**config.mk**
```make
export PLATFORM = sky130hd
export DESIGN_NAME = fft16_frame_scheduler
export DESIGN_NICKNAME = d
export VERILOG_FILES = /design/src/rtl/fft16_frame_scheduler.sv
export SDC_FILE = /design/constraint.sdc
export NUM_CORES = 1
export LEC_CHECK = 0
export BUFFER_PORTS_ARGS = -buffer_cell sky130_fd_sc_hd__buf_2
export CELL_PAD_IN_SITES_DETAIL_PLACEMENT = 1
export CELL_PAD_IN_SITES_GLOBAL_PLACEMENT = 2
export CORE_UTILIZATION = 33
export DETAILED_ROUTE_END_ITERATION = 8
export PLACE_DENSITY_LB_ADDON = 0.1
export SYNTH_ARGS = -nofsm -noshare
export SYNTH_HDL_FRONTEND = slang
export SYNTH_SLANG_ARGS = --single-unit
```
**constraint.sdc**
```tcl
create_clock -name sys_clk_i -period 4.9 [get_ports sys_clk_i]
set_clock_uncertainty 0.1 [all_clocks]
set_input_delay 0.98 -clock sys_clk_i [delete_from_list [all_inputs] [get_ports sys_clk_i]]
set_output_delay 0.98 -clock sys_clk_i [all_outputs]
set_load 0.005 [all_outputs]
```
**src/rtl/fft16_frame_scheduler.sv**
```systemverilog
// Time-shares one 16-point FFT core among N_CH frame sources: round-robin grant,
// a contiguous 16-sample feed burst, then tagged collection of the core's 16 bins.
module fft16_frame_scheduler #(
  parameter int N_CH       = 2,
  parameter int DATA_WIDTH = 8,
  parameter int OUT_WIDTH  = 18,
  parameter int N_POINT    = 16,
  parameter int GAP_CYCLES = 2,
  parameter int TIMEOUT    = 64,
  localparam int CH_W      = (N_CH > 1) ? $clog2(N_CH) : 1
) (
  input  logic                         sys_clk_i,
  input  logic                         rst_i,
  input  logic [N_CH-1:0]              req_i,
  output logic [N_CH-1:0]              gnt_o,
  input  logic [N_CH*DATA_WIDTH-1:0]   ch_real_i,
  input  logic [N_CH*DATA_WIDTH-1:0]   ch_imag_i,
  output logic                         core_valid_o,
  output logic [DATA_WIDTH-1:0]        core_real_o,
  output logic [DATA_WIDTH-1:0]        core_imag_o,
  input  logic                         core_valid_i,
  input  logic [OUT_WIDTH-1:0]         core_real_i,
  input  logic [OUT_WIDTH-1:0]         core_imag_i,
  output logic                         m_valid_o,
  output logic [OUT_WIDTH-1:0]         m_real_o,
  output logic [OUT_WIDTH-1:0]         m_imag_o,
  output logic [CH_W-1:0]              m_ch_o,
  output logic [3:0]                   m_index_o,
  output logic                         m_last_o,
  output logic                         busy_o,
  output logic                         err_timeout_o,
  output logic [1:0]                   dbg_state_o
);

  // Valid-only streams, no backpressure: core_valid_o and m_valid_o qualify
  // their data for exactly the cycles they are high; the source and the core
  // must accept/deliver every qualified beat without stalls.
  typedef enum logic [1:0] {S_IDLE, S_FEED, S_WAIT, S_GAP} state_t;

  localparam int              TO_W     = $clog2(TIMEOUT + 1);
  localparam int              GAP_W    = $clog2(GAP_CYCLES + 1);
  localparam logic [3:0]      LAST_IDX = 4'(N_POINT - 1);
  localparam logic [CH_W-1:0] LAST_CH  = CH_W'(N_CH - 1);
  localparam logic [CH_W:0]   NCH_W    = (CH_W + 1)'(N_CH);
  localparam logic [TO_W-1:0] TO_LAST  = TO_W'(TIMEOUT - 1);
  localparam logic [GAP_W-1:0] GAP_LAST = GAP_W'(GAP_CYCLES - 1);

  state_t           state_q;
  logic [CH_W-1:0]  sel_q, rr_ptr_q;
  logic [3:0]       feed_cnt_q, out_cnt_q;
  logic [TO_W-1:0]  wait_cnt_q;
  logic [GAP_W-1:0] gap_cnt_q;

  logic [N_CH-1:0]       req_rot;
  logic [CH_W:0]         pick_sum;
  logic [CH_W-1:0]       pick;
  logic [DATA_WIDTH-1:0] smp_re, smp_im;

  // Rotate so bit 0 is the rr pointer; the lowest set bit is the winner.
  assign req_rot = N_CH'({req_i, req_i} >> rr_ptr_q);

  always_comb begin
    pick_sum = '0;
    for (int i = N_CH - 1; i >= 0; i--) begin
      if (req_rot[i]) pick_sum = (CH_W + 1)'(i);
    end
    pick_sum = pick_sum + {1'b0, rr_ptr_q};
    if (pick_sum >= NCH_W) pick_sum = pick_sum - NCH_W;
  end

  assign pick = pick_sum[CH_W-1:0];

  always_comb begin
    smp_re = '0;
    smp_im = '0;
    for (int k = 0; k < N_CH; k++) begin
      if (sel_q == CH_W'(k)) begin
        smp_re = ch_real_i[k*DATA_WIDTH +: DATA_WIDTH];
        smp_im = ch_imag_i[k*DATA_WIDTH +: DATA_WIDTH];
      end
    end
  end

  assign busy_o      = (state_q != S_IDLE);
  assign dbg_state_o = state_q;

  always_ff @(posedge sys_clk_i or posedge rst_i) begin
    if (rst_i) begin
      state_q       <= S_IDLE;
      sel_q         <= '0;
      rr_ptr_q      <= '0;
      feed_cnt_q    <= '0;
      out_cnt_q     <= '0;
      wait_cnt_q    <= '0;
      gap_cnt_q     <= '0;
      gnt_o         <= '0;
      core_valid_o  <= 1'b0;
      core_real_o   <= '0;
      core_imag_o   <= '0;
      m_valid_o     <= 1'b0;
      m_real_o      <= '0;
      m_imag_o      <= '0;
      m_ch_o        <= '0;
      m_index_o     <= '0;
      m_last_o      <= 1'b0;
      err_timeout_o <= 1'b0;
    end else begin
      gnt_o         <= '0;
      core_valid_o  <= 1'b0;
      m_valid_o     <= 1'b0;
      m_last_o      <= 1'b0;
      err_timeout_o <= 1'b0;
      case (state_q)
        S_IDLE: begin
          if (|req_i) begin
            gnt_o      <= N_CH'(1) << pick;
            sel_q      <= pick;
            rr_ptr_q   <= (pick == LAST_CH) ? '0 : pick + 1'b1;
            feed_cnt_q <= '0;
            state_q    <= S_FEED;
          end
        end
        S_FEED: begin
          // The grant cycle itself carries no sample; sample 0 arrives the cycle after.
          if (!(|gnt_o)) begin
            core_valid_o <= 1'b1;
            core_real_o  <= smp_re;
            core_imag_o  <= smp_im;
            feed_cnt_q   <= feed_cnt_q + 1'b1;
            if (feed_cnt_q == LAST_IDX) begin
              out_cnt_q  <= '0;
              wait_cnt_q <= '0;
              state_q    <= S_WAIT;
            end
          end
        end
        S_WAIT: begin
          if (core_valid_i) begin
            m_valid_o <= 1'b1;
            m_real_o  <= core_real_i;
            m_imag_o  <= core_imag_i;
            m_ch_o    <= sel_q;
            m_index_o <= out_cnt_q;
            m_last_o  <= (out_cnt_q == LAST_IDX);
            out_cnt_q <= out_cnt_q + 1'b1;
            if (out_cnt_q == LAST_IDX) begin
              gap_cnt_q <= '0;
              state_q   <= S_GAP;
            end
          end else if (out_cnt_q == '0) begin
            // Only the wait for the first bin is timed; gaps mid-burst are legal.
            if (wait_cnt_q == TO_LAST) begin
              err_timeout_o <= 1'b1;
              gap_cnt_q     <= '0;
              state_q       <= S_GAP;
            end else begin
              wait_cnt_q <= wait_cnt_q + 1'b1;
            end
          end
        end
        S_GAP: begin
          if (gap_cnt_q == GAP_LAST) state_q <= S_IDLE;
          else gap_cnt_q <= gap_cnt_q + 1'b1;
        end
        default: state_q <= S_IDLE;
      endcase
    end
  end

endmodule

```
After elaboration in Yosys (flattened, before gate mapping) --
Index checks and enable logic that the tools add are counted.
Cells by class: bitwise operators 1, shift-type cells 2, reductions and logical operators 16, muxes and demuxes 46, eq/ne operators 19, magnitude comparators 1, add/sub/neg operators 7
Operator list (count):
- 7-bit 2-to-1 mux | 5
- 2-bit 2-to-1 mux | 15
- 4-bit 2-to-1 mux | 5
- 2-bit != test, second input constant | 9
- 8-bit 2-to-1 mux | 2
- 4-bit case mux with 2 select lines | 2
- 1-bit 2-to-1 mux | 14
- 7-bit case mux with 2 select lines | 1
- 3-bit != test, second input constant | 3
- 4-bit by 1-bit adder with 4-bit output, second input constant | 2
- 4-bit equality test, second input constant | 2
- 2-bit case mux with 4 select lines | 1
- 2-bit nonzero test | 4
- 7-bit by 1-bit adder with 7-bit output, second input constant | 1
- 7-bit by 6-bit equality test with 1-bit output, second input constant | 1
- 7-bit AND reduction | 1
- 2-bit AND reduction | 3
- 6-bit AND reduction | 1
- 5-bit AND reduction | 1
- 2-bit by 1-bit equality test with 1-bit output, second input constant | 2
- 2-bit equality test, second input constant | 2
- 4-bit zero test | 1
- 2-bit case mux with 2 select lines | 1
- 4-bit AND reduction | 1
- other kinds (11) | 12
Storage, ports and cells: flip-flop bits (word level) 84, output and inout port bits 66, input bits 73, word-level logic and storage cells 110

Logic depth before layout (Yosys ltp) --
depth in word-level cells 9, depth in mapped cells 8

Least setup slack after synthesis --
Ideal clock, no wire load.
kind in2reg, start input core_valid_i, end register gap_cnt_q[0], data arrival time 2.189 ns, data required time 4.674 ns, slack 2.485 ns, setup time 0.126 ns, cell stages on the path 4, cell sequence or4b_4 o311ai_4 o21ai_1 a221o_1
Between the ends: cells in the longest elaborated chain, start to end 2, elaborated cells on any way between the ends 6, those cells by class eq/ne (3); mux (2); reduce/logical (1)
RTL lines:
- start: declaration | RTL line 21 | input logic core_valid_i,
- 3-bit != test (no line) or 2-bit 2-to-1 mux (tied branches)
- 5-bit AND reduction (no line) or 2-bit case mux with 2 select lines (tied branches)
- end signal: assignment | RTL line 163 | else gap_cnt_q <= gap_cnt_q + 1'b1;
- end: declaration | RTL line 52 | logic [GAP_W-1:0] gap_cnt_q;
Several ways; a longest one is shown, not always the timed one. A chain may end at the register's enable or synchronous reset.

Worst setup path after layout --
start register state_q[0] (netlist: dbg_state_o[0]), end register m_imag_o[15]
Between the ends: cells in the longest elaborated chain, start to end 2
RTL lines:
- start: declaration | RTL line 48 | state_t state_q;
- start signal: assignment | RTL line 89 | state_q <= S_IDLE;
- start signal: assignment | RTL line 120 | state_q <= S_FEED;
- start signal: assignment | RTL line 133 | state_q <= S_WAIT;
- 2-bit equality test | RTL line 113 | case (state_q)
- 2-bit AND reduction (no line)
- end signal: assignment | RTL line 141 | m_imag_o <= core_imag_i;
- end: declaration | RTL line 26 | output logic [OUT_WIDTH-1:0] m_imag_o,
Every way passes these cells.

==> reports/results.tsv <==
stage	metric	value	unit
power_and_ir_drop	clockPowerShare	21.2	%
min_path	hold_class	reg -> reg	
yosys	async_flop_share	100	%
critical_path	cp_max_fo	27	
global_routing	grt_pass1_wl	15.4	mm
route	drtAntennaViolNets	0	
timing	hold_viol_final	0	
die	dieArea	11900	um^2
min_path	min_from	wait_cnt_q[6]	
placed_design	placed_area	4610	um^2
run_status	status	finished clean	
route	drc	0	
min_path	hold_depth	1	
global_routing	grt_usage	17.3	%
critical_path	path_cells	inv_1 -> ha_1 -> nand2_1 -> inv_1 -> buf_4 -> mux2_2	
clock_tree	path_clk_slew	60	ps
die	initial_core_util	34.4	%
yosys	ys_warn_count	0	
route	wl	9.43	mm
layout	area_growth	29.5	%
yosys	synth_area_leaders	dfrtp_1 (56%), mux2_2 (12%), mux2i_1 (4.5%)	
yosys	synth-edff-count	0	
critical_path	endpoint_kind	flop	
timing	fin_crit	3110	ps
power_and_ir_drop	comb_power_share	38.9	%
timing	layout_setup_ws	1790	ps
die	rows	38	
yosys	yosys.cell_count.top_type	dfrtp_1	
timing	fin_hold_ws	379	ps
critical_path	cp.required	5020	ps
route	drtIter0Drc	103	
layout	final_area	4890	um^2
yosys	synthCells	313	
layout	drive_above_1_share	45.2	%
critical_path	path_class	reg -> reg	
power_and_ir_drop	p_leak	2.40	nW
global_routing	grt_overflow	0	
timing	rsz0062_at_grt	false	
clock_tree	cts_tree	yes	
clock_tree	root_buffer	clkbuf_16	
die	num_io_pins	139	
critical_path	timing.rr.start	dbg_state_o[0]	
die	die_y	109	um
placed_design	portBuffers	138	
die	die_x	109	um
layout	diodes	0	
timing	tns	0	ps
yosys	syn_nets	395	
placed_design	pre_cts_slack	1730	ps
critical_path	worst_r2r_endpoint	m_imag_o[15]	
clock_tree	cts_sinks	84	
clock_tree	cts_resized	0	
power_and_ir_drop	total_power	3.09	mW
placed_design	dp_cells	581	
global_routing	antenna_found_initial	0	
placed_design	dpl.hpwl	6.98	mm
yosys	synth_seq_cells	84	
min_path	min_to	wait_cnt_q[6]	
critical_path	crit_path_start_kind	flop	
yosys	synth_seq_area_share	55.7	%
critical_path	slowest_delay	650	ps
yosys	synth.distinct_cells	46	
critical_path	reg2reg_slack	1790	ps
critical_path	r2r_cells	6	
placed_design	gp_congestion	0.731	
yosys	ys.flop_type	dfrtp_1	
layout	fin_cells	594	
die	core	11000	um^2
power_and_ir_drop	p_sw	1.07	mW
layout	fin_nets	534	
global_routing	grt_pass1_vias	3088	
run	maxCapViolations	0	
yosys	syn_area	3780	um^2
timing	tightest_slew	906	ps
timing	slew_headroom	39.6	%
yosys	yosysTopAreaCell	dfrtp_1	
power_and_ir_drop	internal_power	2.03	mW
critical_path	crit_path_start	dbg_state_o[0]	
critical_path	critPathMostFrequentCell	inv_1	
timing	finalMaxSlewViolations	0	
route	wl_per_cell	15.9	um
clock_tree	cts_hold_buf	0	
layout	final_util	44.5	%
timing	period_share	63.5	%
clock_tree	cts_buffers	9	
route	via_count	2963	
critical_path	crit_path_top_delay_cell	ha_1	
yosys	synth_top_area_share	55.7	%
power_and_ir_drop	p_seq_share	39.9	%
power_and_ir_drop	p_sw_share	34.5	%
global_routing	grt_max_degree	49	
power_and_ir_drop	irDropWorstVdd	0.243	mV
yosys	syn_area_per_cell	12.1	um^2
critical_path	cp.arrival	3230	ps
timing	timing.fmax	322	MHz
clock_tree	cts_buffer_depth	2	
route	viasPerCell	4.99	
yosys	synth_common_cells	dfrtp_1 (84), mux2_2 (40), nor2_1 (25)	
timing	finalSetupViolations	0	
route	firstDrtPassIters	4	
power_and_ir_drop	p_per_area	633	nW/um^2
clock_tree	cts.htree.levels	3	
clock_tree	clkLatencyLatePin	340	ps
clock_tree	cts_setup_buffers	0	
[area by class of cell]
| type | count | area, um^2 |
|---|---|---|
| Fill cell | 1222 | 6090 |
| Sequential cell | 84 | 2100 |
| Multi-Input combinational cell | 206 | 1580 |
| Timing Repair Buffer | 141 | 713 |
| Clock buffer | 10 | 239 |
| Tap cell | 140 | 175 |
| Clock inverter | 3 | 40.0 |
| Inverter | 10 | 38.8 |
[power groups by stage]
stage / Combinational [mW] / Clock (mW) / Sequential, mW
6_report: 1.20 / 0.657 / 1.23
5_1_grt: 1.35 / 0.705 / 1.29
4_1_cts: 1.23 / 0.684 / 1.24
3_5_place_dp: 1.23 / 0 / 1.25
3_3_place_gp: 1.20 / 0 / 1.23
2_1_floorplan: 0.762 / 0 / 1.21
[worst max path at each step]
stage                endpoint  cells past startpoint  slack (ps)
2_1_floorplan  core_imag_o[0]                      1        1650
3_3_place_gp     m_imag_o[12]                      6        1830
3_5_place_dp      m_real_o[2]                      6        1730
4_1_cts           m_imag_o[2]                      6        1740
5_1_grt          m_imag_o[15]                      6        1420
6_report         m_imag_o[15]                      6        1790
[state kept, by name, indices dropped and copies added (netlist names), 2 cells and up]
| signal | flops |
|---|---|
| m_imag_o | 18 |
| m_real_o | 18 |
| core_imag_o | 8 |
| core_real_o | 8 |
| wait_cnt_q | 7 |
| feed_cnt_q | 4 |
| m_index_o | 4 |
| out_cnt_q | 4 |
| dbg_state_o | 2 |
| gap_cnt_q | 2 |
| gnt_o | 2 |
[cells by family (layout without fill, tap and decap cells)]
logic type      Yosys count  in the layout  share of synthesized area (%)
mux                      58             58                           16.8
buf+inv                  23            164                           2.55
compound gates           62             62                           11.4
flops                    84             84                           55.7
simple gates             77             77                           10.6
fa+ha+maj                 9              9                           2.98
[worst max-delay path, delay by kind of cell (launching register included)]
| family | cells | cell delay (ps) |
|---|---|---|
| adder cells (fa/ha/maj) | 1 | 650 |
| buffers and inverters | 3 | 1030 |
| flip-flops | 1 | 400 |
| multiplexers | 1 | 380 |
| AND/OR/NAND/NOR | 1 | 400 |
[placed cells by master (no fill, tap or decap), types with 2 or more instances in the layout]
cell / count
dfrtp_1: 84
mux2i_1: 17
o21ai_0: 13
nand2_1: 14
and3_1: 3
clkbuf_16: 9
nor2_1: 25
a21o_1: 5
inv_1: 9
ha_1: 9
mux2_2: 40
nor2b_1: 2
buf_4: 3
o21a_1: 2
nor3_1: 5
nand4_1: 3
nand3_1: 8
a21oi_1: 20
a211o_1: 3
nor4b_1: 2
o211ai_1: 2
nand3b_1: 2
clkinv_2: 3
nand2b_1: 4
buf_2: 138
o31ai_1: 2
a22o_1: 2
o211a_1: 2
a221o_1: 2
[per-layer routing]
layer,track usage [%],routed length [um],vias up
met3,6.63,750,13
met2,26.9,4510,78
li1,-,-,1409
met4,8.11,180,0
met5,0,0,-
met1,21.1,3990,1463
(Power assumes the default switching activity.)
